### config.mk
export PLATFORM = sky130hd
export DESIGN_NAME = channel_mean_flat
export DESIGN_NICKNAME = d
export VERILOG_FILES = /design/src/rtl/channel_mean_pkg.sv /design/src/rtl/channel_mean_if.sv /design/src/rtl/channel_div.sv /design/src/rtl/channel_mean.sv /design/src/flat_wrapper.sv
export SDC_FILE = /design/constraint.sdc
export NUM_CORES = 1
export LEC_CHECK = 0
export ABC_AREA = 1
export CAP_MARGIN = 20
export CORE_MARGIN = 8
export CORE_UTILIZATION = 60
export CTS_CLUSTER_SIZE = 25
export DETAILED_ROUTE_END_ITERATION = 6
export PLACE_DENSITY = 0.86
export SYNTH_ARGS = -nofsm -noshare
export SYNTH_HDL_FRONTEND = slang
export SYNTH_SLANG_ARGS = --single-unit
export TNS_END_PERCENT = 20
### constraint.sdc
create_clock -name clk -period 10.9 [get_ports clk]
set_input_delay 2.18 -clock clk [delete_from_list [all_inputs] [get_ports clk]]
set_output_delay 2.18 -clock clk [all_outputs]
set_load 0.01 [all_outputs]
### src/rtl/channel_mean_pkg.sv
// Shared types and sizing for the per-frame channel mean stage.
// Sizing defaults, the derived accumulator width and the FSM state encoding.
package channel_mean_pkg;

    localparam int PIX_W_DEF = 8;
    localparam int CNT_W_DEF = 20;
    localparam int ACC_W_DEF = PIX_W_DEF + CNT_W_DEF;
    localparam int STEP_W    = 3;

    typedef enum logic [1:0] {
        ST_IDLE = 2'd0,
        ST_ACC  = 2'd1,
        ST_DIV  = 2'd2
    } state_t;

endpackage

### src/rtl/channel_mean_if.sv
// Pixel stream in, per-frame channel means out.
// The slave modport is the statistics block, the master modport is the pixel source and result sink.
interface channel_mean_if
    import channel_mean_pkg::*;
#(
    parameter int PIX_W = PIX_W_DEF
);
    logic             valid_i;
    logic             sof_i;
    logic             eof_i;
    logic [PIX_W-1:0] r_i;
    logic [PIX_W-1:0] g_i;
    logic [PIX_W-1:0] b_i;
    logic [PIX_W-1:0] r_mean_o;
    logic [PIX_W-1:0] g_mean_o;
    logic [PIX_W-1:0] b_mean_o;
    logic             valid_o;
    logic             busy_o;

    modport slave (
        input  valid_i, sof_i, eof_i, r_i, g_i, b_i,
        output r_mean_o, g_mean_o, b_mean_o, valid_o, busy_o
    );

    modport master (
        output valid_i, sof_i, eof_i, r_i, g_i, b_i,
        input  r_mean_o, g_mean_o, b_mean_o, valid_o, busy_o
    );
endinterface

### src/rtl/channel_div.sv
// Restoring divider datapath for one channel: one quotient bit per enabled cycle, MSB first.
// quot_o is the quotient including the bit decided this cycle, so the parent can register it on the last step.
module channel_div
    import channel_mean_pkg::*;
#(
    parameter int PIX_W = PIX_W_DEF,
    parameter int CNT_W = CNT_W_DEF,
    parameter int ACC_W = PIX_W + CNT_W
) (
    input  logic              clk,
    input  logic              rst,
    input  logic              en_i,
    input  logic              load_i,
    input  logic [STEP_W-1:0] step_i,
    input  logic [ACC_W-1:0]  sum_i,
    input  logic [CNT_W-1:0]  cnt_i,
    output logic [PIX_W-1:0]  quot_o
);
    logic [ACC_W-1:0] rem_q, rem_d, rem_src, trial;
    logic [PIX_W-1:0] q_q, q_d;

    // The first step divides straight from the sum so no extra load cycle is needed.
    always_comb begin
        rem_src = load_i ? sum_i : rem_q;
        trial   = ACC_W'(cnt_i) << step_i;
        rem_d   = rem_src;
        q_d     = load_i ? '0 : q_q;
        if (rem_src >= trial) begin
            rem_d        = rem_src - trial;
            q_d[step_i]  = 1'b1;
        end
    end

    always_ff @(posedge clk) begin
        if (rst) begin
            rem_q <= '0;
            q_q   <= '0;
        end else if (en_i) begin
            rem_q <= rem_d;
            q_q   <= q_d;
        end
    end

    assign quot_o = q_d;
endmodule

### src/rtl/channel_mean.sv
// Accumulates R/G/B sums and a pixel count per frame, then serially divides to produce 8-bit means.
// Latency 8 cycles from eof acceptance to valid_o; input is ignored while busy_o is high.
module channel_mean
    import channel_mean_pkg::*;
#(
    parameter int PIX_W = PIX_W_DEF,
    parameter int CNT_W = CNT_W_DEF
) (
    input  logic         clk,
    input  logic         rst,
    channel_mean_if.slave pix
);
    localparam int ACC_W = PIX_W + CNT_W;
    localparam logic [CNT_W-1:0]  CNT_MAX   = '1;
    localparam logic [STEP_W-1:0] STEP_LAST = STEP_W'(PIX_W - 1);

    state_t            state_q;
    logic [ACC_W-1:0]  r_sum_q, g_sum_q, b_sum_q;
    logic [CNT_W-1:0]  cnt_q;
    logic [STEP_W-1:0] step_q;
    logic [PIX_W-1:0]  r_mean_q, g_mean_q, b_mean_q;
    logic              valid_q;

    logic              div_en, div_load;
    logic [PIX_W-1:0]  r_quot, g_quot, b_quot;

    assign div_en   = (state_q == ST_DIV);
    assign div_load = div_en && (step_q == STEP_LAST);

    channel_div #(.PIX_W(PIX_W), .CNT_W(CNT_W), .ACC_W(ACC_W)) u_div_r (
        .clk(clk), .rst(rst), .en_i(div_en), .load_i(div_load), .step_i(step_q),
        .sum_i(r_sum_q), .cnt_i(cnt_q), .quot_o(r_quot)
    );
    channel_div #(.PIX_W(PIX_W), .CNT_W(CNT_W), .ACC_W(ACC_W)) u_div_g (
        .clk(clk), .rst(rst), .en_i(div_en), .load_i(div_load), .step_i(step_q),
        .sum_i(g_sum_q), .cnt_i(cnt_q), .quot_o(g_quot)
    );
    channel_div #(.PIX_W(PIX_W), .CNT_W(CNT_W), .ACC_W(ACC_W)) u_div_b (
        .clk(clk), .rst(rst), .en_i(div_en), .load_i(div_load), .step_i(step_q),
        .sum_i(b_sum_q), .cnt_i(cnt_q), .quot_o(b_quot)
    );

    always_ff @(posedge clk) begin
        if (rst) begin
            state_q  <= ST_IDLE;
            r_sum_q  <= '0;
            g_sum_q  <= '0;
            b_sum_q  <= '0;
            cnt_q    <= '0;
            step_q   <= '0;
            r_mean_q <= '0;
            g_mean_q <= '0;
            b_mean_q <= '0;
            valid_q  <= 1'b0;
        end else begin
            valid_q <= 1'b0;
            case (state_q)
                ST_IDLE: begin
                    if (pix.valid_i && pix.sof_i) begin
                        r_sum_q <= ACC_W'(pix.r_i);
                        g_sum_q <= ACC_W'(pix.g_i);
                        b_sum_q <= ACC_W'(pix.b_i);
                        cnt_q   <= CNT_W'(1);
                        step_q  <= STEP_LAST;
                        state_q <= pix.eof_i ? ST_DIV : ST_ACC;
                    end
                end
                ST_ACC: begin
                    if (pix.valid_i) begin
                        if (pix.sof_i) begin
                            r_sum_q <= ACC_W'(pix.r_i);
                            g_sum_q <= ACC_W'(pix.g_i);
                            b_sum_q <= ACC_W'(pix.b_i);
                            cnt_q   <= CNT_W'(1);
                        end else if (cnt_q != CNT_MAX) begin
                            // A saturated count drops pixels so the sums stay consistent with it.
                            r_sum_q <= r_sum_q + ACC_W'(pix.r_i);
                            g_sum_q <= g_sum_q + ACC_W'(pix.g_i);
                            b_sum_q <= b_sum_q + ACC_W'(pix.b_i);
                            cnt_q   <= cnt_q + CNT_W'(1);
                        end
                        if (pix.eof_i) begin
                            step_q  <= STEP_LAST;
                            state_q <= ST_DIV;
                        end
                    end
                end
                ST_DIV: begin
                    step_q <= step_q - STEP_W'(1);
                    if (step_q == '0) begin
                        r_mean_q <= r_quot;
                        g_mean_q <= g_quot;
                        b_mean_q <= b_quot;
                        valid_q  <= 1'b1;
                        state_q  <= ST_IDLE;
                    end
                end
                default: state_q <= ST_IDLE;
            endcase
        end
    end

    assign pix.r_mean_o = r_mean_q;
    assign pix.g_mean_o = g_mean_q;
    assign pix.b_mean_o = b_mean_q;
    assign pix.valid_o  = valid_q;
    assign pix.busy_o   = (state_q == ST_DIV);
endmodule

### src/flat_wrapper.sv
// flat-port wrapper written by rule: the top's interface ports become plain ports
module channel_mean_flat import channel_mean_pkg::*;
#(
    parameter int PIX_W = PIX_W_DEF,
    parameter int CNT_W = CNT_W_DEF
)
  (clk, rst, pix_valid_i, pix_sof_i, pix_eof_i, pix_r_i, pix_g_i, pix_b_i, pix_r_mean_o, pix_g_mean_o, pix_b_mean_o, pix_valid_o, pix_busy_o);
  channel_mean_if #(.PIX_W(PIX_W)) pix_i ();
  input  logic clk;
  input  logic rst;
  input wire logic [$bits(pix_i.valid_i)-1:0] pix_valid_i;
  input wire logic [$bits(pix_i.sof_i)-1:0] pix_sof_i;
  input wire logic [$bits(pix_i.eof_i)-1:0] pix_eof_i;
  input wire logic [$bits(pix_i.r_i)-1:0] pix_r_i;
  input wire logic [$bits(pix_i.g_i)-1:0] pix_g_i;
  input wire logic [$bits(pix_i.b_i)-1:0] pix_b_i;
  output wire logic [$bits(pix_i.r_mean_o)-1:0] pix_r_mean_o;
  output wire logic [$bits(pix_i.g_mean_o)-1:0] pix_g_mean_o;
  output wire logic [$bits(pix_i.b_mean_o)-1:0] pix_b_mean_o;
  output wire logic [$bits(pix_i.valid_o)-1:0] pix_valid_o;
  output wire logic [$bits(pix_i.busy_o)-1:0] pix_busy_o;
  assign pix_i.valid_i = pix_valid_i;
  assign pix_i.sof_i = pix_sof_i;
  assign pix_i.eof_i = pix_eof_i;
  assign pix_i.r_i = pix_r_i;
  assign pix_i.g_i = pix_g_i;
  assign pix_i.b_i = pix_b_i;
  assign pix_r_mean_o = pix_i.r_mean_o;
  assign pix_g_mean_o = pix_i.g_mean_o;
  assign pix_b_mean_o = pix_i.b_mean_o;
  assign pix_valid_o = pix_i.valid_o;
  assign pix_busy_o = pix_i.busy_o;
  channel_mean #(.PIX_W(PIX_W), .CNT_W(CNT_W)) u_core (.clk(clk), .rst(rst), .pix(pix_i));
endmodule
==> results.py <==
metrics = {
    "worst_setup_path": {
        "cp-end-kind": "flop",
        "crit_end": "u_core.u_div_b.rem_q[10]",
        "crit_fanout": 73,
        "required_ns": 11.31,
        "reg2reg_from": "u_core.step_q[0]",
        "cp_cell_sequence": "ha_1 > nand2_4 > inv_1 > nand2_4 > buf_4 > o21ai_0 > ha_1 > a21oi_1 > o21ai_0 > nand3_1 > nand2_1 > nand3_1 > nand2_1 > nand2_1 > nand2_1 > nand2_2 > nand3_2 > buf_4 > nand3_1 > nand2_1 > a21oi_1",
        "arrival_ns": 6.30,
        "crit_top_cell": "nand2_1",
        "rrSetupSlack_ns": 5.01,
        "cp-start-kind": "flop",
        "r2r_end": "u_core.u_div_b.rem_q[10]",
        "cp-startpoint": "u_core.step_q[0]",
        "r2r.worst_path.cells": 21,
        "cp_slowest_cell": "buf_4",
        "path_class": "flop to flop",
        "max_stage_delay_ns": 0.70,
        "crit_family": "simple AND/OR/NAND/NOR gates",
        "crit_buf_inv": 3,
        "critical_path_cell_count": 21,
    },
    "sta": {
        "fin_skew_ns": 0.0272,
        "slew_headroom_pct": 24.2,
        "min_period_ns": 5.89,
        "fin_crit_sh_pct": 54.0,
        "timing_hold_violations_final": 0,
        "rsz0062_at_grt": "no",
        "max_slew.worst_pin.slew_ns": 1.14,
        "max_freq_mhz": 170,
        "timing.setup.tns_ns": 0,
        "setup_violations": 0,
        "finalMaxSlewViolations": 0,
        "layout_setup_ws_ns": 5.01,
    },
    "global_route": {
        "track_usage_pct": 34.7,
        "antenna_found_initial": 2,
        "grt_pass1_wl_mm": 110,
        "grt_pass1_vias": 21100,
        "grt-ovfl-total": 0,
        "grt_max_degree": 101,
    },
    "logic_synthesis": {
        "synth-seq-cells": 242,
        "ys_warn_count": 0,
        "synth_seq_area_share_pct": 24.6,
        "yosysTopAreaCellShare_pct": 24.6,
        "synth_nets": 3498,
        "netlist_area_um2": 19700,
        "synth.distinct_cells": 57,
        "ys.flop_type": "dfxtp_1",
        "yosysTopAreaCell": "dfxtp_1",
        "synth_common_cells": "1091 x nand2_1, 394 x inv_1, 366 x nor2_1",
        "synth.avg_cell_area_um2": 5.84,
        "synthArstFlopShare_pct": 0,
        "synth_edf_count": 0,
        "synth_area_leaders": "dfxtp_1 25%, nand2_1 21%, inv_1 7.5%",
        "netlist_instances": 3376,
        "yosysMostFrequentCell": "nand2_1",
    },
    "floorplan": {
        "core-area_um2": 32500,
        "placementRows": 66,
        "fp.dieH_um": 197,
        "die_w_um": 197,
        "start_util_pct": 60.8,
        "io-pin-count": 55,
        "die-area_um2": 38900,
    },
    "status": {
        "status": "complete, no violations",
    },
    "placement": {
        "dp_worst_setup_slack_ns": 5.27,
        "gp_congestion": 1.06,
        "dp_hpwl_mm": 50.9,
        "portBuffers": 54,
    },
    "detailed_routing": {
        "ant_nets": 0,
        "route.vias.total": 22800,
        "routed_wl_mm": 69.3,
        "drt_iter0_drc": 2711,
        "route.detailed.drc": 0,
        "drtPass1Iterations": 6,
        "vias_per_cell": 5.94,
        "wl_per_cell_um": 18.1,
    },
    "clock_tree": {
        "clock-sinks": 242,
        "cts_tree": "done",
        "path_clk_slew_ns": 0.07,
        "holdBufCountCts": 0,
        "ctsHtreeMaxLevel": 1,
        "clkLatencyLatePin_ns": 0.59,
        "clock_path_buffers": 3,
        "cts_setup_buffers": 0,
        "numCtsBuffers": 28,
        "cts-resized-gates": 0,
        "clockRootBuffer": "clkbuf_16",
    },
    "finish": {
        "drive_gt1_share_pct": 4.37,
        "syn_to_final_growth_pct": 8.62,
        "nNetsFinal": 3488,
        "fin_util_pct": 66.0,
    },
    "power_and_ir_drop": {
        "p_leak_nw": 10.0,
        "power_mw": 4.97,
        "powerDensity_nw_per_um2": 232,
        "ir_drop_mv": 0.140,
    },
    "worst_hold_path": {
        "hp-class": "flop to flop",
    },
    "run": {
        "cap_violations": 0,
    },
}
stage by stage:
step,cells,instance area [um2],hold WS (ns)
finish,3830,21400,0.464
global route,3829,21400,0.475
CTS,3828,21400,0.465
detailed placement,3777,20400,0.456
global placement,3777,20400,0.449
floorplan,3376,19700,0.441
how the worst min path moves through the flow:
stage | startpoint | end | slack, ns | cells after the start
after global placement | u_core.u_div_r.rem_q[20] | u_core.u_div_r.rem_q[20] | 0.45 | 2
after floorplan | u_core.u_div_r.rem_q[15] | u_core.u_div_r.rem_q[15] | 0.44 | 2
after CTS | u_core.u_div_g.rem_q[12] | u_core.u_div_g.rem_q[12] | 0.47 | 2
final | u_core.u_div_r.rem_q[15] | u_core.u_div_r.rem_q[15] | 0.46 | 2
after global routing | u_core.u_div_r.rem_q[14] | u_core.u_div_r.rem_q[14] | 0.48 | 2
after detailed placement | u_core.u_div_g.rem_q[12] | u_core.u_div_g.rem_q[12] | 0.46 | 2
routing by layer:
metal | GRT usage [%] | vias up | share of wire, %
li1 | - | 10900 | -
met1 | 45.9 | 10400 | 42
met2 | 53.3 | 1224 | 41
met3 | 6.64 | 232 | 11
met4 | 17.3 | 4 | 5.6
met5 | 0 | - | 0.058
worst reg2reg max path: stages (launching register included):
cell     delay (ns)
dfxtp_1        0.63
ha_1           0.41
nand2_4        0.10
inv_1          0.09
nand2_4        0.37
buf_4          0.73
o21ai_0        0.33
ha_1           0.46
a21oi_1        0.10
o21ai_0        0.49
nand3_1        0.18
nand2_1        0.09
nand3_1        0.07
nand2_1        0.14
nand2_1        0.09
nand2_1        0.10
nand2_2        0.12
nand3_2        0.36
buf_4          0.48
nand3_1        0.18
nand2_1        0.11
a21oi_1        0.06
kinds of logic after synthesis:
| group | synth area share, % |
|---|---|
| adder cells (fa/ha/maj) | 6.13 |
| multiplexers | 0.152 |
| XOR/XNOR | 2.49 |
| AND/OR/NAND/NOR | 41.0 |
| AO/OA/AOI/OAI | 15.0 |
| buffers and inverters | 10.6 |
| flip-flops | 24.6 |
flip-flops by register name, indices dropped and copies added, names as in the netlist, 3 cells and up, named ones only:
signal,cells
u_core.u_div_b.rem_q,28
u_core.u_div_r.rem_q,26
u_core.step_q,3
u_core.r_sum_q,28
u_core.cnt_q,20
u_core.pix.r_mean_o,8
u_core.pix.b_mean_o,8
u_core.b_sum_q,28
u_core.u_div_b.q_q,8
u_core.u_div_r.q_q,8
u_core.pix.g_mean_o,8
u_core.u_div_g.q_q,8
u_core.g_sum_q,28
u_core.u_div_g.rem_q,28
placed cells by master, fill, tap and decap left out, types with 6 or more instances in the layout:
master           instances
clkinv_2                 6
inv_1                  394
nand2_1               1091
a211oi_1                 8
nor4_1                  15
o21a_1                  13
a21oi_1                235
a31oi_1                 30
o21ai_0                167
xnor2_1                 20
nand2_2                  8
xor2_1                  36
nor3_1                  57
or2_2                   10
o21ai_2                  8
a22oi_2                 10
nor2_1                 364
nor2_2                  10
o211ai_1                 6
nand4_1                 59
ha_1                    87
buf_4                   23
a22oi_1                  7
fa_1                     6
nand3b_1                 8
o21ai_1                  8
nand3_1                290
inv_2                    9
dfxtp_1                242
clkbuf_16               28
a21boi_1                 8
clkdlybuf4s50_1         53
report_power, final:
group          total [mW]  internal [mW]  switching [mW]
Sequential           1.00          0.950          0.0542
Combinational        2.95          0.866            2.08
Clock                1.02          0.596           0.423
Total                4.97           2.41            2.56
layout make-up:
type,instances,area [um2]
well taps,442,553
fillers,3051,11000
inverters,409,1540
clock buffers,33,759
flip-flops and latches,242,4840
diodes,1,2.50
clock inverters,18,225
multi-input cells,2609,12800
repair buffers,76,703
No activity file was read; power rests on OpenSTA's default activity.
